===== config.mk =====
export PLATFORM = sky130hd
export DESIGN_NAME = spi_sram_responder
export DESIGN_NICKNAME = d
export VERILOG_FILES = /design/src/rtl/spi_sram_responder.sv
export SDC_FILE = /design/constraint.sdc
export NUM_CORES = 1
export LEC_CHECK = 0
export CORE_ASPECT_RATIO = 0.9
export CORE_MARGIN = 5
export CORE_UTILIZATION = 30
export DETAILED_ROUTE_END_ITERATION = 7
export PLACE_DENSITY_LB_ADDON = 0.05
export SLEW_MARGIN = 15
export SYNTH_ARGS = -nofsm -noshare
export SYNTH_HDL_FRONTEND = slang
export SYNTH_SLANG_ARGS = --single-unit

===== constraint.sdc =====
create_clock -name clk -period 4.47 [get_ports clk]
set_input_delay 0.6705 -clock clk [delete_from_list [all_inputs] [get_ports clk]]
set_output_delay 0.6705 -clock clk [all_outputs]
set_load 0.05 [all_outputs]

===== src/rtl/spi_sram_responder.sv =====
// Target side of a 23LC1024-style SPI/SQI serial SRAM link, serving RSTIO/EQIO/READ/WRITE
// from a byte-wide memory port. sram_sck is oversampled on clk through a synchronizer.
module spi_sram_responder #(
    parameter int MEM_ADDRESS_WIDTH = 17,
    parameter int SYNC_STAGES       = 2
) (
    input  logic                         clk,
    input  logic                         reset_n,
    input  logic                         sram_cs_n,
    input  logic                         sram_sck,
    input  logic [3:0]                   sram_sio_i,
    output logic [3:0]                   sram_sio_o,
    output logic                         sram_sio_oe,
    output logic                         sqi_mode,
    output logic                         busy,
    output logic [MEM_ADDRESS_WIDTH-1:0] mem_addr,
    output logic [7:0]                   mem_wdata,
    output logic                         mem_we,
    output logic                         mem_re,
    input  logic [7:0]                   mem_rdata
);
    localparam int AW = MEM_ADDRESS_WIDTH;

    typedef enum logic [2:0] {
        S_IDLE, S_INSTR, S_ADDR, S_DUMMY, S_READ, S_WRITE, S_IGNORE
    } state_t;

    // Bundle {cs_n, sck, sio[3:0]} so all serial inputs see identical latency.
    logic [5:0] sync_q [SYNC_STAGES];

    always_ff @(posedge clk or negedge reset_n) begin
        if (!reset_n) begin
            for (int i = 0; i < SYNC_STAGES; i++) sync_q[i] <= 6'b100000;
        end else begin
            sync_q[0] <= {sram_cs_n, sram_sck, sram_sio_i};
            for (int i = 1; i < SYNC_STAGES; i++) sync_q[i] <= sync_q[i-1];
        end
    end

    logic       cs_s, sck_s, rise, fall;
    logic [3:0] sio_s;

    state_t          state_q, state_d;
    logic            sqi_mode_q, sqi_mode_d;
    logic [7:0]      shift_q, shift_d;
    logic [2:0]      cnt_q, cnt_d;
    logic            is_read_q, is_read_d;
    logic [AW-1:0]   mem_addr_q, mem_addr_d;
    logic [7:0]      mem_wdata_q, mem_wdata_d;
    logic            mem_we_q, mem_we_d;
    logic            mem_re_q, mem_re_d;
    logic            rd_cap_q, rd_cap_d;
    logic [7:0]      prefetch_q, prefetch_d;
    logic [7:0]      out_byte_q, out_byte_d;
    logic            low_next_q, low_next_d;
    logic [3:0]      sio_o_q, sio_o_d;
    logic            sio_oe_q, sio_oe_d;
    logic            busy_q, busy_d;
    logic            sck_prev_q, sck_prev_d;

    assign cs_s  = sync_q[SYNC_STAGES-1][5];
    assign sck_s = sync_q[SYNC_STAGES-1][4];
    assign sio_s = sync_q[SYNC_STAGES-1][3:0];
    assign rise  = sck_s & ~sck_prev_q;
    assign fall  = ~sck_s & sck_prev_q;

    always_comb begin
        state_d     = state_q;
        sqi_mode_d  = sqi_mode_q;
        shift_d     = shift_q;
        cnt_d       = cnt_q;
        is_read_d   = is_read_q;
        mem_addr_d  = mem_addr_q;
        mem_wdata_d = mem_wdata_q;
        mem_we_d    = 1'b0;
        mem_re_d    = 1'b0;
        rd_cap_d    = mem_re_q;
        prefetch_d  = rd_cap_q ? mem_rdata : prefetch_q;
        out_byte_d  = out_byte_q;
        low_next_d  = low_next_q;
        sio_o_d     = sio_o_q;
        sio_oe_d    = sio_oe_q;
        busy_d      = ~cs_s;
        sck_prev_d  = sck_s;

        // The address advances the cycle after a write strobe so mem_we sees the target address.
        if (mem_we_q) mem_addr_d = mem_addr_q + AW'(1);

        if (cs_s) begin
            state_d  = S_IDLE;
            sio_oe_d = 1'b0;
            sio_o_d  = 4'h0;
        end else begin
            case (state_q)
                S_IDLE: begin
                    state_d = S_INSTR;
                    shift_d = 8'h00;
                    cnt_d   = 3'd0;
                end
                S_INSTR: if (rise) begin
                    cnt_d = cnt_q + 3'd1;
                    if (!sqi_mode_q) begin
                        shift_d = {shift_q[6:0], sio_s[0]};
                        if (cnt_q == 3'd7) begin
                            if (shift_d == 8'h38) sqi_mode_d = 1'b1;
                            state_d = S_IGNORE;
                        end
                    end else begin
                        shift_d = {shift_q[3:0], sio_s};
                        if (cnt_q == 3'd1) begin
                            cnt_d = 3'd0;
                            case (shift_d)
                                8'h03: begin state_d = S_ADDR; is_read_d = 1'b1; end
                                8'h02: begin state_d = S_ADDR; is_read_d = 1'b0; end
                                8'hFF: begin state_d = S_IGNORE; sqi_mode_d = 1'b0; end
                                default: state_d = S_IGNORE;
                            endcase
                        end
                    end
                end
                S_ADDR: if (rise) begin
                    mem_addr_d = {mem_addr_q[AW-5:0], sio_s};
                    cnt_d      = cnt_q + 3'd1;
                    if (cnt_q == 3'd5) begin
                        cnt_d = 3'd0;
                        if (is_read_q) begin
                            mem_re_d = 1'b1;
                            state_d  = S_DUMMY;
                        end else begin
                            state_d = S_WRITE;
                        end
                    end
                end
                S_DUMMY: begin
                    if (rise && cnt_q < 3'd2) cnt_d = cnt_q + 3'd1;
                    if (fall && cnt_q == 3'd2) begin
                        out_byte_d = prefetch_q;
                        sio_o_d    = prefetch_q[7:4];
                        sio_oe_d   = 1'b1;
                        low_next_d = 1'b1;
                        state_d    = S_READ;
                    end
                end
                S_READ: if (fall) begin
                    if (low_next_q) begin
                        sio_o_d    = out_byte_q[3:0];
                        mem_addr_d = mem_addr_q + AW'(1);
                        mem_re_d   = 1'b1;
                        low_next_d = 1'b0;
                    end else begin
                        out_byte_d = prefetch_q;
                        sio_o_d    = prefetch_q[7:4];
                        low_next_d = 1'b1;
                    end
                end
                S_WRITE: if (rise) begin
                    if (!cnt_q[0]) begin
                        shift_d = {4'h0, sio_s};
                        cnt_d   = 3'd1;
                    end else begin
                        mem_wdata_d = {shift_q[3:0], sio_s};
                        mem_we_d    = 1'b1;
                        cnt_d       = 3'd0;
                    end
                end
                S_IGNORE: ;
                default: state_d = S_IDLE;
            endcase
        end
    end

    always_ff @(posedge clk or negedge reset_n) begin
        if (!reset_n) begin
            state_q     <= S_IDLE;
            sqi_mode_q  <= 1'b0;
            shift_q     <= 8'h00;
            cnt_q       <= 3'd0;
            is_read_q   <= 1'b0;
            mem_addr_q  <= '0;
            mem_wdata_q <= 8'h00;
            mem_we_q    <= 1'b0;
            mem_re_q    <= 1'b0;
            rd_cap_q    <= 1'b0;
            prefetch_q  <= 8'h00;
            out_byte_q  <= 8'h00;
            low_next_q  <= 1'b0;
            sio_o_q     <= 4'h0;
            sio_oe_q    <= 1'b0;
            busy_q      <= 1'b0;
            sck_prev_q  <= 1'b0;
        end else begin
            state_q     <= state_d;
            sqi_mode_q  <= sqi_mode_d;
            shift_q     <= shift_d;
            cnt_q       <= cnt_d;
            is_read_q   <= is_read_d;
            mem_addr_q  <= mem_addr_d;
            mem_wdata_q <= mem_wdata_d;
            mem_we_q    <= mem_we_d;
            mem_re_q    <= mem_re_d;
            rd_cap_q    <= rd_cap_d;
            prefetch_q  <= prefetch_d;
            out_byte_q  <= out_byte_d;
            low_next_q  <= low_next_d;
            sio_o_q     <= sio_o_d;
            sio_oe_q    <= sio_oe_d;
            busy_q      <= busy_d;
            sck_prev_q  <= sck_prev_d;
        end
    end

    assign sram_sio_o  = sio_o_q;
    assign sram_sio_oe = sio_oe_q;
    assign sqi_mode    = sqi_mode_q;
    assign busy        = busy_q;
    assign mem_addr    = mem_addr_q;
    assign mem_wdata   = mem_wdata_q;
    assign mem_we      = mem_we_q;
    assign mem_re      = mem_re_q;

endmodule


* Word level (Yosys, flattened, before mapping)
Index checks and enable logic that the tools add are counted.
Operators by class: equal/unequal tests 30, add/sub/neg operators 2, order comparisons 1, mux-type cells 63, reductions and logical operators 22, bitwise gates (word level) 5
Operators with widths (count):
- $mux 17 | 5
- $mux 3 | 17
- $pmux 17 s2 | 1
- $pmux 3 s5 | 2
- $mux 4 | 7
- $mux 7 | 4
- $mux 1 | 21
- $pmux 7 s3 | 1
- $add 17x1->17 const B | 1
- $eq 8x2->1 const B | 2
- $ne 2x2->1 const B | 8
- $pmux 4 s2 | 2
- $eq 3x3->1 const B | 5
- $ne 3x3->1 const B | 5
- $reduce_and 6->1 | 2
- $reduce_and 5->1 | 2
- $eq 3x2->1 const B | 3
- $eq 8x6->1 const B | 1
- $eq 8x8->1 const B | 1
- $ne 4x4->1 const B | 2
- $reduce_and 4->1 | 2
- $reduce_bool 2->1 | 4
- $reduce_and 7->1 | 1
- $eq 3x1->1 const B | 2
- other kinds (14) | 22
Word-level totals: word-level logic and storage cells 142, bits in registers 75

* Depth between registers and ports, before layout
Gate-level depths: netlist (run 1).
word-level depth 8, gate-level depth with buffers 7, mapped depth without buffers 7

* Least setup slack after synthesis (run 1)
No wires, ideal clock.
path kind reg-to-reg, start register mem_addr_q[1], in the netlist mem_addr[1], end register mem_addr_q[16], in the netlist mem_addr[16], data required time 4.322 ns, arrival 2.004 ns, stages on the path, launching flop included 7, buffers on the path 0, library setup time 0.148 ns, setup slack 2.317 ns, cell sequence dfrtp_1 -> ha_1 -> nand3_1 -> or2_2 -> nor4_1 -> xnor2_1 -> o221ai_1
Between the ends: word-level cells in the longest chain between the ends 6, elaborated cells on any way between the ends 7, those cells by class add/sub (1); mux (6)
RTL lines:
- start: declaration | RTL line 48 | logic [AW-1:0] mem_addr_q, mem_addr_d;
- start signal: assignment | RTL line 197 | mem_addr_q <= mem_addr_d;
- $add 17x1->17 * | RTL line 87, 147
- $mux 17 | RTL line 87 | if (mem_we_q) mem_addr_d = mem_addr_q + AW'(1);
- $mux 17 | RTL line 145 | if (low_next_q) begin
- $mux 17 | RTL line 144 | S_READ: if (fall) begin
- $pmux 17 s2 | RTL line 94 | case (state_q)
- $mux 17 * | RTL line 89 | if (cs_s) begin
- named net mem_addr_d[16] | RTL line 48
The timed path passes the listed nets; every way through them passes the cells marked *. A chain may end at the register's enable or synchronous reset.

* Worst setup path after layout (run 1)
start register mem_we_q, in the netlist mem_we, end output port mem_we
RTL lines:
- start: declaration | RTL line 50 | logic mem_we_q, mem_we_d;
- start signal: assignment | RTL line 199 | mem_we_q <= mem_we_d;
- end: declaration | RTL line 18 | output logic mem_we,
No word-level cell between the ends.

==> flow_metrics.py, run 1 <==
metrics = {
    "setup_path": {
        "cp-start-kind": "flop",
        "regToRegStartpoint": "state_q[2]$_DFFE_PN0P_",
        "cp_data_required_time_ns": 3.80,
        "cp.arrival_ns": 2.10,
        "endpoint": "mem_we",
        "path_class": "reg -> out",
        "crit_start": "mem_we$_DFF_PN0_",
        "critPathBufInv": 1,
        "critPathCaptureType": "output port",
        "worst-path-stages": 1,
        "ff2ff_path_depth": 5,
        "critPathSlowestCell": "clkdlybuf4s50_1",
        "r2r-end": "mem_addr[15]$_DFF_PN0_",
        "r2r_slack_ns": 2.05,
        "cp_cell_sequence": "clkdlybuf4s50_1",
        "cp_max_fo": 19,
        "crit_family": "buffers and inverters",
        "cpPeakStageDelay_ns": 0.94,
    },
    "synth": {
        "netlist_area_um2": 4272,
        "ys.flop_type": "dfrtp_1",
        "synth_edf_count": 0,
        "synth_top_area_cell": "dfrtp_1",
        "yosysSeqAreaShare": 0.4400,
        "synth.area.top_cells": "dfrtp_1 (43%), mux2_2 (5.8%), nand2_1 (2.9%), mux2i_1 (2.8%), nor2_1 (2.7%)",
        "syn_avg_cell_area_um2": 9.957,
        "synth_seq_cells": 75,
        "netlist_instances": 429,
        "yosys_warnings": 0,
        "async_flop_share": 1.000,
        "synth.distinct_cells": 75,
        "ys_top_cells_by_count": "dfrtp_1 (73), nand2_1 (33), nor2_1 (31), mux2_2 (22), a21oi_1 (18)",
        "syn_nets": 450,
        "synth_top_area_share": 0.4277,
        "synth.most_common_cell": "dfrtp_1",
    },
    "finish": {
        "layout-drive-gt1-share": 0.1228,
        "fillers": 1424,
        "area_growth_pct": 21.59,
        "multiInputGateArea_um2": 2223,
        "nets": 480,
        "register_area_um2": 1879,
        "antenna_cells": 0,
        "final_cells": 657,
    },
    "placed_design": {
        "port_buffers": 49,
        "placedCellCount": 641,
        "gp_routability_congestion": 0.8121,
        "place_hpwl_um": 8002,
    },
    "run": {
        "max_cap_viol_count": 0,
    },
    "drt": {
        "drtAntennaViolNets": 0,
        "drt_iter0_drc": 294,
        "vias": 3506,
        "routed_wl_um": 11980,
        "drt_first_pass_iters": 7,
        "remaining_drc_errors": 0,
        "vias_per_cell": 5.336,
        "wl_per_cell_um": 18.23,
    },
    "timing": {
        "rsz0062_at_grt": "false",
        "setup_viol": 0,
        "period_needed_ns": 2.770,
        "fin_crit_sh": 0.6197,
        "slew_headroom": 0.3437,
        "max_freq_mhz": 361.0,
        "drv_slew": 0,
        "hold_viol": 0,
        "skew_ns": 0.01103,
        "tightest_slew_ns": 0.9844,
        "fin_setup_tns_ns": 0,
    },
    "global_routing": {
        "grt_pass1_wl_um": 19850,
        "gr-total-overflow": 0,
        "antenna_found_initial": 0,
        "grt_util_all_layers": 0.1525,
        "grt_pass1_vias": 3652,
        "grt_max_degree": 76,
    },
    "min_path": {
        "hp-class": "reg -> reg",
        "hold_depth": 0,
    },
    "floorplan": {
        "initial_core_util": 0.3050,
        "core_um2": 14000,
        "dieWidth_um": 135.8,
        "die_h_um": 123.2,
        "placementRows": 41,
        "die-area_um2": 16730,
        "pin_count": 50,
    },
    "power_and_ir_drop": {
        "seqPwrFrac": 0.373,
        "power.internal_uw": 1612,
        "p_per_area_nw_per_um2": 518.4,
        "pwr-share-comb": 0.324,
        "vdd_ir_drop_max_mv": 0.2441,
        "leakage_uw": 0.002067,
        "sw_frac_of_total": 0.4012,
        "clockPowerShare": 0.303,
        "power_switching_uw": 1080,
    },
    "cts": {
        "cts_resized": 0,
        "tritoncts": "built",
        "cts_inserted_buffers": 9,
        "htreeDepth": 3,
        "root_buffer": "clkbuf_16",
        "cts_setup_buffers": 0,
        "hold_buffers": 0,
        "cts_sinks": 75,
        "clkLatencyLatePin_ns": 0.35,
        "clk_path_buf_depth": 2,
        "path_clk_slew_ns": 0.06,
    },
    "status": {
        "status": "finished clean",
    },
}
[power by group through the flow]
stage	registers, uW	clock network [uW]	logic, uW
2_1_floorplan	1070	0	531
3_3_place_gp	1020	0	873
3_5_place_dp	1020	0	875
4_1_cts	1000	846	878
5_1_grt	1030	863	946
6_report	1000	816	872
[state kept, by name, indices dropped and copies added, names as in the netlist, 3 cells and up]
signal and count:
cnt_q 3, prefetch_q 8, shift_q 7, state_q 3, sync_q 6, mem_addr 17, out_byte_q 4, sram_sio_o 4
mem_wdata 8, sio_s 4
[metal layers]
metal / vias up / wire, um / track usage
met5: - / 0 / 0
met1: 1724 / 5896 / 0.2153
met3: 15 / 694 / 0.04679
met4: 0 / 182 / 0.04786
li1: 1666 / - / -
met2: 101 / 5202 / 0.2242
[worst min path at each step]
stage | start | end | slack [ns]
after floorplan | sync_q[10]$_DFF_PN0_ | sck_prev_d$_DFF_PN0_ | 0.33
after global placement | sync_q[6]$_DFF_PN0_ | sio_s[0]$_DFF_PN0_ | 0.33
after detailed placement | sync_q[9]$_DFF_PN0_ | sio_s[3]$_DFF_PN0_ | 0.34
after CTS | sync_q[7]$_DFF_PN0_ | sio_s[1]$_DFF_PN0_ | 0.35
after global routing | sync_q[10]$_DFF_PN0_ | sck_prev_d$_DFF_PN0_ | 0.36
final | sync_q[7]$_DFF_PN0_ | sio_s[1]$_DFF_PN0_ | 0.34
[layout by cell type (no fill, tap or decap), types with 3 or more instances in the layout]
master | Yosys | final
o31ai_1 | 8 | 8
dfrtp_1 | 73 | 73
a21oi_1 | 18 | 18
mux2_2 | 22 | 22
nor2b_1 | 3 | 3
o21a_1 | 3 | 3
nor3_1 | 9 | 9
o211ai_1 | 11 | 11
a2bb2oi_1 | 3 | 3
o21ai_0 | 17 | 17
nor3b_1 | 6 | 6
clkbuf_16 | 0 | 9
o22ai_1 | 6 | 6
a21o_1 | 3 | 3
a22oi_1 | 3 | 3
and3_1 | 3 | 3
nor2_1 | 31 | 31
inv_1 | 8 | 8
o21ai_1 | 3 | 3
ha_1 | 5 | 5
a41oi_1 | 4 | 4
and3b_1 | 3 | 3
a211o_1 | 3 | 3
nand4_1 | 8 | 8
and2_1 | 3 | 3
nand2b_1 | 7 | 7
clkdlybuf4s50_1 | 0 | 48
mux2i_1 | 12 | 12
nor4_1 | 7 | 7
o221ai_1 | 6 | 6
nand2_1 | 33 | 33
mux2_4 | 4 | 4
xor2_1 | 7 | 7
nand3_1 | 13 | 13
xnor2_1 | 10 | 10
[logic make-up (layout without fill, tap and decap cells)]
logic type / Yosys count / count (layout) / synth area share
adders and majority gates: 5 / 5 / 0.01465
AOI/OAI and AO/OA: 106 / 106 / 0.1734
DFF: 75 / 75 / 0.4400
xor gates and xnor gates: 17 / 17 / 0.03486
buffers and inverters: 39 / 74 / 0.03954
muxes: 38 / 38 / 0.1002
and+or+nand+nor: 149 / 149 / 0.1974
[layout make-up]
cell class | instances | area share
timing repair buffer | 49 | 0.09395
clock buffer | 11 | 0.04674
multi-input combinational | 315 | 0.4281
clock inverter | 5 | 0.01638
inverter | 9 | 0.006504
tap | 193 | 0.04649
sequential | 75 | 0.3618
[metrics by stage]
stage	power, uW	area, um2	worst slack (ns)	hold WS (ns)	utilization
after global placement	1893	4866	2.064	0.3325	0.3474
after CTS	2727	5194	1.698	0.3466	0.3709
final	2693	5194	1.700	0.3443	0.3709
after global routing	2844	5194	1.611	0.3561	0.3709
after floorplan	1597	4272	2.317	0.3312	-
after detailed placement	1890	4866	2.073	0.3356	0.3474
(Power assumes the default switching activity.)
==> run 2: changes to the inputs <==
==> constraint.sdc (replaced) <==
create_clock -name clk -period 2.4 [get_ports clk]
set_input_delay 0.36 -clock clk [delete_from_list [all_inputs] [get_ports clk]]
set_output_delay 0.36 -clock clk [all_outputs]
set_load 0.05 [all_outputs]
==> run 2 against run 1 <==
The flow now finishes with violations (negative hold slack). Utilization is 0.93 points higher. Clock power is 61% higher. Final cell count is 3.2% higher. Non-clock buffer count is 21 higher. Clock-buffer cell count is 1 lower. Total power is 82% higher. Die area stayed put. Critical path depth is 5 higher. Via count is 1.4% higher. Combinational power is 110% higher.
==> flow_metrics.py, run 2 (synthesis results as in run 1) <==
metrics = {
    "status": {
        "status": "complete, but fails checks",
        "violations": "negative hold slack",
    },
    "cts": {
        "clk_path_buf_depth": 2,
        "hold_buffers": 0,
        "htreeDepth": 3,
        "cts_setup_buffers": 0,
        "cts_resized": 0,
        "tritoncts": "built",
        "path_clk_slew_ns": 0.06,
        "root_buffer": "clkbuf_16",
        "cts_sinks": 75,
        "cts_inserted_buffers": 9,
        "clkLatencyLatePin_ns": 0.35,
    },
    "floorplan": {
        "die-area_um2": 16730,
        "pin_count": 50,
        "core_um2": 14000,
        "placementRows": 41,
        "initial_core_util": 0.3050,
        "dieWidth_um": 135.8,
        "die_h_um": 123.2,
    },
    "global_routing": {
        "gr-total-overflow": 0,
        "grt_max_degree": 39,
        "grt_pass1_vias": 3541,
        "grt_pass1_wl_um": 20190,
        "antenna_found_initial": 0,
        "grt_util_all_layers": 0.1564,
    },
    "placed_design": {
        "gp_routability_congestion": 0.8847,
        "placedCellCount": 662,
        "place_area_um2": 5036,
        "place_hpwl_um": 8628,
        "port_buffers": 49,
    },
    "setup_path": {
        "cp_max_fo": 9,
        "critPathCaptureType": "flop",
        "cpPeakStageDelay_ns": 0.55,
        "regToRegStartpoint": "mem_addr[0]$_DFF_PN0_",
        "path_class": "reg -> reg",
        "crit_start": "mem_addr[0]$_DFF_PN0_",
        "cp-start-kind": "flop",
        "critPathSlowestCell": "dfrtp_1",
        "cp_cell_sequence": "ha_1 -> nand3_1 -> or2_2 -> nor4_1 -> xnor2_1 -> o221ai_1",
        "r2r_slack_ns": 0.19,
        "cp.arrival_ns": 2.43,
        "cp_data_required_time_ns": 2.62,
    },
    "min_path": {
        "hp-class": "in -> async",
    },
    "drt": {
        "drtAntennaViolNets": 0,
        "vias_per_cell": 5.242,
        "drt_iter0_drc": 298,
        "drt_first_pass_iters": 5,
        "routed_wl_um": 12150,
        "vias": 3554,
        "wl_per_cell_um": 17.92,
        "remaining_drc_errors": 0,
    },
    "timing": {
        "setup_viol": 0,
        "hold_viol": 16,
        "slew_headroom": 0.5571,
        "rsz0062_at_grt": "false",
        "fin_setup_tns_ns": 0,
        "max_freq_mhz": 451.8,
        "tightest_slew_ns": 0.6643,
        "drv_slew": 0,
        "period_needed_ns": 2.213,
        "hold_ws_ns": -0.02014,
        "fin_crit_sh": 0.9223,
        "skew_ns": 0.005563,
    },
    "finish": {
        "antenna_cells": 0,
        "largest_reg_flops": 17,
        "fin_area_um2": 5324,
        "layout-drive-gt1-share": 0.1629,
        "final_cells": 678,
        "fillers": 1398,
        "nets": 501,
        "layout_commonest_cell": "dfrtp_1",
        "final_cell_mix": "dfrtp_1 (73), clkdlybuf4s50_1 (48), nand2_1 (33)",
        "area_growth_pct": 24.63,
    },
    "power_and_ir_drop": {
        "leakage_uw": 0.002162,
        "p_per_area_nw_per_um2": 922.2,
        "vdd_ir_drop_max_mv": 0.3721,
    },
    "run": {
        "max_cap_viol_count": 0,
    },
}
## run 2: worst paths after layout
check                      cells after the start                     end
setup / recovery                               6  mem_addr[16]$_DFF_PN0_
hold / removal                                 1  mem_addr[10]$_DFF_PN0_
setup reg to reg                               6  mem_addr[16]$_DFF_PN0_
hold reg to reg                                0    sck_prev_d$_DFF_PN0_
max in group asynchronous                      2          cs_s$_DFF_PN1_
min in group clk                               0    sck_prev_d$_DFF_PN0_
## run 2: final cells by class
| class | count | area (um2) | area share |
|---|---|---|---|
| multi-input combinational | 315 | 2223 | 0.4176 |
| sequential | 75 | 1879 | 0.3530 |
| timing repair buffer | 70 | 658.1 | 0.1236 |
| tap | 193 | 241.5 | 0.04536 |
| clock buffer | 10 | 239.0 | 0.04489 |
| clock inverter | 6 | 48.80 | 0.009166 |
| inverter | 9 | 33.78 | 0.006345 |
## run 2: per-layer routing
layer,up-vias,part of all wire,track usage
li1,1701,-,-
met1,1760,0.49,0.2199
met2,83,0.45,0.2320
met3,10,0.055,0.04638
met4,0,0.014,0.04912
met5,-,0,0
## run 2: worst max-delay path, delay by kind of cell, from the launching register on
family | cells | cell delay [ns]
XOR/XNOR | 1 | 0.17
AO/OA/AOI/OAI | 1 | 0.15
AND/OR/NAND/NOR | 3 | 0.90
flip-flops | 1 | 0.55
adder cells (fa/ha/maj) | 1 | 0.30
## run 2: metrics by stage
stage,power [uW],setup slack [ns],utilization,hold WS (ns)
final,4910,0.1865,0.3801,-0.02014
after global routing,5220,0.01658,0.3801,0.03262
after CTS,4974,0.1558,0.3801,0.002065
after detailed placement,3626,0.1600,0.3596,0.3347
after global placement,3619,0.2096,0.3596,0.3315
after floorplan,2975,0.2475,-,0.06441
## run 2: report_power, final
group	switching, uW	total [uW]	leakage (uW)	internal, uW
clock network	574	1310	0.000143	737
registers	365	1810	0.00100	1440
logic	1090	1790	0.00102	701
